==> config.mk <==
export PLATFORM = sky130hd
export DESIGN_NAME = phase_diff_array
export DESIGN_NICKNAME = d
export VERILOG_FILES = /design/src/rtl/phase_diff_array.sv
export SDC_FILE = /design/constraint.sdc
export NUM_CORES = 1
export LEC_CHECK = 0
export CAP_MARGIN = 10
export CORE_MARGIN = 5
export CORE_UTILIZATION = 60
export CTS_BUF_LIST = sky130_fd_sc_hd__clkbuf_16
export DETAILED_ROUTE_END_ITERATION = 10
export GPL_ROUTABILITY_DRIVEN = 0
export PLACE_DENSITY = 0.82
export SETUP_SLACK_MARGIN = 0.3
export SLEW_MARGIN = 5
export SYNTH_ARGS = -nofsm -noshare
export SYNTH_HDL_FRONTEND = slang
export SYNTH_SLANG_ARGS = --single-unit
==> constraint.sdc <==
create_clock -name sclk -period 9.95 [get_ports sclk]
set_input_delay 1.99 -clock sclk [delete_from_list [all_inputs] [get_ports sclk]]
set_output_delay 1.99 -clock sclk [all_outputs]
set_load 0.01 [all_outputs]
==> src/rtl/phase_diff_array.sv <==
// Multi-channel phase difference calculator: measures the gap between each nin[i]
// rising edge and the shared nref rising edge, and steps each lane's phase by that gap.

module phase_diff_lane #(
    parameter int PHASE_W   = 4,
    parameter int CNT_W     = 8,
    parameter int MAX_GAP   = 15,
    parameter int WRAP_MODE = 1
) (
    input  logic               sclk,
    input  logic               re,
    input  logic               ld,
    input  logic               er,
    input  logic               nin,
    input  logic [PHASE_W-1:0] phi_out,
    output logic [PHASE_W-1:0] phase,
    output logic               phase_vld,
    output logic               lead,
    output logic               timeout
);
    typedef enum logic [1:0] {IDLE, CNT_IN, CNT_REF} state_t;

    localparam int EXT_W = PHASE_W + CNT_W + 1;
    localparam logic [CNT_W-1:0]        CNT_MAX = CNT_W'(MAX_GAP);
    localparam logic signed [EXT_W-1:0] PH_MAX  = EXT_W'((1 << PHASE_W) - 1);

    state_t             state_q, state_d;
    logic [CNT_W-1:0]   cnt_q, cnt_d;
    logic [PHASE_W-1:0] phase_q, phase_d;
    logic               vld_q, vld_d;
    logic               lead_q, lead_d;
    logic               tout_q, tout_d;
    logic               nin_q, nin_qq;
    logic               ein;

    logic signed [EXT_W-1:0] phi_ext, cnt_ext, diff, sum;

    // Signed extension leaves room for the full negative range of phi - cnt
    function automatic logic [PHASE_W-1:0] fold(input logic signed [EXT_W-1:0] v);
        if (WRAP_MODE != 0)
            return v[PHASE_W-1:0];
        else if (v[EXT_W-1])
            return '0;
        else if (v > PH_MAX)
            return '1;
        else
            return v[PHASE_W-1:0];
    endfunction

    assign ein     = nin_q & ~nin_qq;
    assign phi_ext = signed'({{(EXT_W-PHASE_W){1'b0}}, phi_out});
    assign cnt_ext = signed'({{(EXT_W-CNT_W){1'b0}}, cnt_q});
    assign diff    = phi_ext - cnt_ext;
    assign sum     = phi_ext + cnt_ext;

    always_comb begin
        state_d = state_q;
        cnt_d   = cnt_q;
        phase_d = phase_q;
        vld_d   = 1'b0;
        lead_d  = lead_q;
        tout_d  = 1'b0;
        if (ld) begin
            state_d = IDLE;
            cnt_d   = '0;
            phase_d = phi_out;
        end else begin
            case (state_q)
                IDLE: begin
                    cnt_d = '0;
                    if (ein && er) begin
                        phase_d = phi_out;
                        lead_d  = 1'b0;
                        vld_d   = 1'b1;
                    end else if (ein) begin
                        state_d = CNT_IN;
                        cnt_d   = CNT_W'(1);
                    end else if (er) begin
                        state_d = CNT_REF;
                        cnt_d   = CNT_W'(1);
                    end
                end
                CNT_IN: begin
                    if (er) begin
                        phase_d = fold(diff);
                        lead_d  = 1'b1;
                        vld_d   = 1'b1;
                        state_d = IDLE;
                        cnt_d   = '0;
                    end else if (ein) begin
                        cnt_d = CNT_W'(1);
                    end else if (cnt_q == CNT_MAX) begin
                        tout_d  = 1'b1;
                        state_d = IDLE;
                        cnt_d   = '0;
                    end else begin
                        cnt_d = cnt_q + CNT_W'(1);
                    end
                end
                CNT_REF: begin
                    if (ein) begin
                        phase_d = fold(sum);
                        lead_d  = 1'b0;
                        vld_d   = 1'b1;
                        state_d = IDLE;
                        cnt_d   = '0;
                    end else if (er) begin
                        cnt_d = CNT_W'(1);
                    end else if (cnt_q == CNT_MAX) begin
                        tout_d  = 1'b1;
                        state_d = IDLE;
                        cnt_d   = '0;
                    end else begin
                        cnt_d = cnt_q + CNT_W'(1);
                    end
                end
                default: begin
                    state_d = IDLE;
                    cnt_d   = '0;
                end
            endcase
        end
    end

    always_ff @(posedge sclk or posedge re) begin
        if (re) begin
            nin_q   <= 1'b0;
            nin_qq  <= 1'b0;
            state_q <= IDLE;
            cnt_q   <= '0;
            phase_q <= '0;
            vld_q   <= 1'b0;
            lead_q  <= 1'b0;
            tout_q  <= 1'b0;
        end else begin
            nin_q   <= nin;
            nin_qq  <= nin_q;
            state_q <= state_d;
            cnt_q   <= cnt_d;
            phase_q <= phase_d;
            vld_q   <= vld_d;
            lead_q  <= lead_d;
            tout_q  <= tout_d;
        end
    end

    assign phase     = phase_q;
    assign phase_vld = vld_q;
    assign lead      = lead_q;
    assign timeout   = tout_q;
endmodule

module phase_diff_array #(
    parameter int N_CH      = 5,
    parameter int PHASE_W   = 4,
    parameter int CNT_W     = 8,
    parameter int MAX_GAP   = 15,
    parameter int WRAP_MODE = 1
) (
    input  logic                    sclk,
    input  logic                    re,
    input  logic                    ld,
    input  logic                    nref,
    input  logic [N_CH-1:0]         nin,
    input  logic [PHASE_W-1:0]      phi_out,
    output logic [N_CH*PHASE_W-1:0] phase,
    output logic [N_CH-1:0]         phase_vld,
    output logic [N_CH-1:0]         lead,
    output logic [N_CH-1:0]         timeout
);
    logic nref_q, nref_qq;
    logic er;
    logic [N_CH-1:0][PHASE_W-1:0] phase_lanes;

    // One reference edge detector shared by every lane
    always_ff @(posedge sclk or posedge re) begin
        if (re) begin
            nref_q  <= 1'b0;
            nref_qq <= 1'b0;
        end else begin
            nref_q  <= nref;
            nref_qq <= nref_q;
        end
    end

    assign er = nref_q & ~nref_qq;

    for (genvar i = 0; i < N_CH; i++) begin : g_lane
        phase_diff_lane #(
            .PHASE_W  (PHASE_W),
            .CNT_W    (CNT_W),
            .MAX_GAP  (MAX_GAP),
            .WRAP_MODE(WRAP_MODE)
        ) u_lane (
            .sclk     (sclk),
            .re       (re),
            .ld       (ld),
            .er       (er),
            .nin      (nin[i]),
            .phi_out  (phi_out),
            .phase    (phase_lanes[i]),
            .phase_vld(phase_vld[i]),
            .lead     (lead[i]),
            .timeout  (timeout[i])
        );
    end

    assign phase = phase_lanes;
endmodule

-- After elaboration in Yosys (flattened, before gate mapping)
Index checks and enable logic that the tools add are counted.
- register bits after elaboration: 97
- input port bits: 13
- output and inout port bits: 35
- bitwise operators: 13
- add/subtract/negate cells: 15
- reduce and logical (&&, ||, !) cells: 35
- muxes and demuxes: 189
- equal/unequal tests: 65
- operators by type and width (cell ; number):
    $mux 8 ; 37
    $pmux 8 s3 ; 5
    $mux 2 ; 41
    $mux 4 ; 20
    $mux 1 ; 61
    $pmux 4 s3 ; 5
    $add 8x1->8 const B ; 5
    $eq 8x4->1 const B ; 5
    $reduce_and 4->1 ; 10
    $ne 4x3->1 const B ; 9
    $ne 3x2->1 const B ; 11
    $pmux 1 s3 ; 10
    $pmux 2 s3 ; 5
    $ne 3x3->1 const B ; 9
    $reduce_and 5->1 ; 5
    $ne 2x1->1 const B ; 11
    $add 4x4->4 ; 5
    $ne 4x4->1 const B ; 5
    $reduce_bool 4->1 ; 5
    $sub 4x4->4 ; 5
    $reduce_bool 3->1 ; 5
    $eq 2x1->1 const B ; 5
    $eq 2x2->1 const B ; 5
    $logic_not 2->1 ; 5
    other kinds (6) ; 28

-- Depth between registers and ports, before layout
- depth after elaboration: 7
- depth in mapped cells: 11
- gate-level depth less buffers: 10

-- Cells and area by module
Synthesis repeated with hierarchy kept, for this count alone.
- cells, all modules: 599
- area, all modules: 5803.1 µm²
- modules (own cells, without submodules) (module ; area each (µm²) ; seq. area each (µm²) ; instances ; cells an instance):
    phase_diff_lane (g_lane[0].u_lane ...) ; 1147.4 ; 475.5 ; 4 ; 119
    phase_diff_lane (g_lane[4].u_lane) ; 1146.1 ; 475.5 ; 1 ; 119
    phase_diff_array ; 67.6 ; 50.0 ; 1 ; 4

-- Worst setup path before layout
OpenSTA, ideal clock, no wires.
- path kind: input to register
- from: input port ld
- to: register g_lane[1].u_lane.state_q[1]
- slack: 6797 ps
- arrival: 3052 ps
- path buffers: 1
- cell stages on the path: 4
- required time: 9849 ps
- library setup time: 101 ps
- path through: clkbuf_1 or2_2 or3_1 o32ai_1
- longest elaborated chain between the ends: 2
- elaborated cells between the ends (all ways): 6
- those cells by class: eq/ne (4); mux (1); reduce/logical (1)
- RTL lines (item ; line ; RTL):
    start: declaration ; 162 ; input logic ld,
    $ne 4x3->1 (no source line), or another cell as far along ; n/a ;
    $reduce_and 4->1 (no source line) ; n/a ;
    end signal: assignment ; 138 ; state_q <= state_d;
    end: declaration ; 27 ; state_t state_q, state_d;
Several ways; a longest one is shown, not always the timed one.
A chain may end at the register's enable or synchronous reset.

-- Worst setup path in the final report
- from: input port phi_out[1]
- to: register g_lane[1].u_lane.phase_q[3]
- longest elaborated chain between the ends: 4
- elaborated cells between the ends (all ways): 6
- those cells by class: add/sub (2); mux (4)
- RTL lines (item ; line ; RTL):
    start: declaration ; 165 ; input logic [PHASE_W-1:0] phi_out,
    $add 4x4->4 / $sub 4x4->4 (equally long branches) ; 54, 53 ;
    $mux 4 (on tied branches) ; 101, 84 ;
    $pmux 4 s3 (*) ; 68 ; case (state_q)
    $mux 4 (*) ; 63 ; if (ld) begin
    end signal: assignment ; 140 ; phase_q <= phase_d;
    end: declaration ; 29 ; logic [PHASE_W-1:0] phase_q, phase_d;
Mark *: on every way between the ends. The rest lies on a longest branch, timed or not. The select of a mux whose other input is x is not followed.

==> results.yml <==
setup_path:
  start_kind: "input port"
  crit_start: "phi_out[1]"
  r2r_start: "g_lane[2].u_lane.state_q[0]$_DFFE_PP0P_"
  cp-end-kind: "flop"
  cp.arrival_ns: 4.13
  reg2reg_depth: 10
  crit_required_ns: 10.14
  cp_max_fo: 15
  r2r-end: "g_lane[2].u_lane.phase[3]$_DFFE_PP0P_"
  path_class: "in -> reg"
  r2r_setup_slack_ns: 7.51
global_route:
  grt_max_degree: 69
  grt_pass1_wl_um: 21100
  grt_pass1_vias: 4592
  overflow: 0
  grt.total_usage: 0.221
  antenna_found_initial: 0
route:
  drcViolationCount: 0
  first_pass_iters: 7
  vias: 4613
  wl_per_cell_um: 16.0
  routed_wl_um: 12500
  initialDrtViolationCount: 208
  routed_via_density: 5.90
  final_antenna_net_count: 0
synth:
  avgSynthCellArea_um2: 9.69
  yosysWarnings: 0
  yosysTopAreaCell: "dfrtp_1"
  syn_inst: 619
  synthArstFlopShare: 1.00
  ys_seq_area_frac: 0.405
  synth-seq-cells: 97
  yosysTopAreaCellShare: 0.405
  synth.most_common_cell: "dfrtp_1"
  syn_nets: 687
  synthTopCellsByArea: "dfrtp_1, ha_1, nor2_1"
  synth_edf_count: 0
  synth-main-ff-cell: "dfrtp_1"
  synth.distinct_cells: 48
  yosys-top-cells-count: "dfrtp_1, nor2_1, ha_1, nand2_1, inv_1"
  syn_area_um2: 6000
worst_hold_path:
  min_path_cells: 0
  min_to: "g_lane[0].u_lane.nin_qq$_DFF_PP0_"
  min_path_type: "reg -> reg"
  hold_path_startpoint: "g_lane[0].u_lane.nin_q$_DFF_PP0_"
clocking:
  worstSkewPairLatency_ns: 0.34
  cts_htree_levels: 3
  cts_post_setup_buffers_inserted: 0
  clkSinkCount: 97
  clk_pin_slew_worst_paths_ns: 0.06
  numCtsBuffers: 9
  cts_resized: 0
  ctsHoldBuffers: 0
  root_buffer: "clkbuf_16"
  cts_max_path_buffers: 2
  tritoncts: "done"
placement:
  post-dp-hpwl_um: 8770
  dp_slack_ns: 5.70
  port_buffers: 47
timing:
  clock_skew_ns: 0.00551
  finalSetupTns_ns: 0
  layout_min_cycle_time_ns: 3.94
  tightest_slew_ns: 0.889
  worst_slack_ns: 6.01
  finalCritPeriodShare: 0.396
  relSlewSlack: 0.405
  final_max_slew_viol_count: 0
  setup_violations: 0
  rsz0062_at_grt: "no"
  hold_viol_final: 0
  max_freq_mhz: 254
pwr:
  seq_power_share: 0.442
  p_leak_uw: 0.00289
  power_uw: 1010
  swShare: 0.283
  peakVddDrop_v: 0.0000782
  pwr-share-clk: 0.320
  switchingPower_uw: 286
  p_int_uw: 724
  p_comb_frac: 0.238
  p_per_area_nw_per_um2: 151
run:
  maxCapViolCount: 0
run_status:
  outcome: "completed"
final_layout:
  drive_above_1_share: 0.0786
  nets: 716
  diodes: 0
  syn2layout_area_growth_pct: 11.9
floorplanning:
  row_count: 36
  die_x_um: 110
  initial_core_util: 0.613
  dieArea_um2: 12100
  fp.dieH_um: 110
  ios: 48
  core_area_um2: 9770
cell usage in the layout, fill, tap and decap left out, types with 20 or more instances in the layout:
master / Yosys / final
xnor2_1: 24 / 24
xor2_1: 21 / 21
nor3_1: 27 / 27
a21oi_1: 21 / 21
nor2_1: 56 / 56
nand3_1: 27 / 27
nand2_1: 43 / 43
clkdlybuf4s50_1: 0 / 47
o21ai_0: 23 / 23
dfrtp_1: 97 / 97
ha_1: 50 / 50
nand2b_1: 20 / 20
inv_1: 31 / 31
flip-flops by register name, indices dropped and copies added, names as in the netlist:
register / flops
g_lane.u_lane.nin_q: 5
g_lane.u_lane.phase_vld: 5
nref_qq: 1
g_lane.u_lane.phase: 20
g_lane.u_lane.nin_qq: 5
g_lane.u_lane.cnt_q: 40
g_lane.u_lane.state_q: 10
g_lane.u_lane.lead: 5
nref_q: 1
g_lane.u_lane.timeout: 5
area by class of cell:
cell class	instances	area (µm²)
multi-input cells	456	3230
fillers	753	3060
flip-flops and latches	97	2430
repair buffers	49	485
clock buffers	9	225
well taps	133	166
inverters	35	139
clock inverters	3	37.5
metrics by stage:
step | hold slack [ns] | area (µm²) | utilization | instances
after floorplan | 0.355 | 6000 | - | 619
after detailed placement | 0.374 | 6450 | 0.660 | 770
final | 0.387 | 6710 | 0.687 | 782
after global placement | 0.362 | 6450 | 0.660 | 770
after global routing | 0.398 | 6710 | 0.687 | 782
after CTS | 0.387 | 6710 | 0.687 | 782
cell families after synthesis:
family,synth area share
adders and majority gates,0.121
muxes,0.0344
and+or+nand+nor,0.213
xor gates and xnor gates,0.0657
DFF,0.405
AOI/OAI and AO/OA,0.105
buffers and inverters,0.0563
worst max-delay path, stage by stage:
cell and delay (ns):
clkdlybuf4s50_1 0.88, ha_1 0.55, nand3_1 0.11, and3_1 0.19, mux2i_1 0.17, xnor2_1 0.13
o21ai_0 0.09
metal layers:
metal	global-route usage	vias up	routed length [µm]
met1	0.282	2271	5300
met5	0	-	0
li1	-	2187	-
met3	0.0411	20	650
met2	0.378	135	6340
met4	0.0766	0	237
power groups by stage:
stage / Sequential, µW / Combinational [µW] / Clock (µW)
2_1_floorplan: 457 / 152 / 0
3_3_place_gp: 453 / 227 / 0
3_5_place_dp: 455 / 237 / 0
4_1_cts: 447 / 241 / 327
5_1_grt: 451 / 266 / 346
6_report: 447 / 240 / 323
worst max-delay path by stage:
stage                                       endpoint  slack [ns]  depth (start not counted)
2_1_floorplan    g_lane[0].u_lane.cnt_q[0]$_DFF_PP0_        5.43                          1
3_3_place_gp   g_lane[4].u_lane.phase[3]$_DFFE_PP0P_        5.78                          7
3_5_place_dp   g_lane[2].u_lane.phase[3]$_DFFE_PP0P_        5.70                          7
4_1_cts        g_lane[1].u_lane.phase[3]$_DFFE_PP0P_        6.02                          7
5_1_grt        g_lane[4].u_lane.phase[3]$_DFFE_PP0P_        5.91                          7
6_report       g_lane[1].u_lane.phase[3]$_DFFE_PP0P_        6.01                          7
Note: power is estimated with default switching activity, not from simulation.
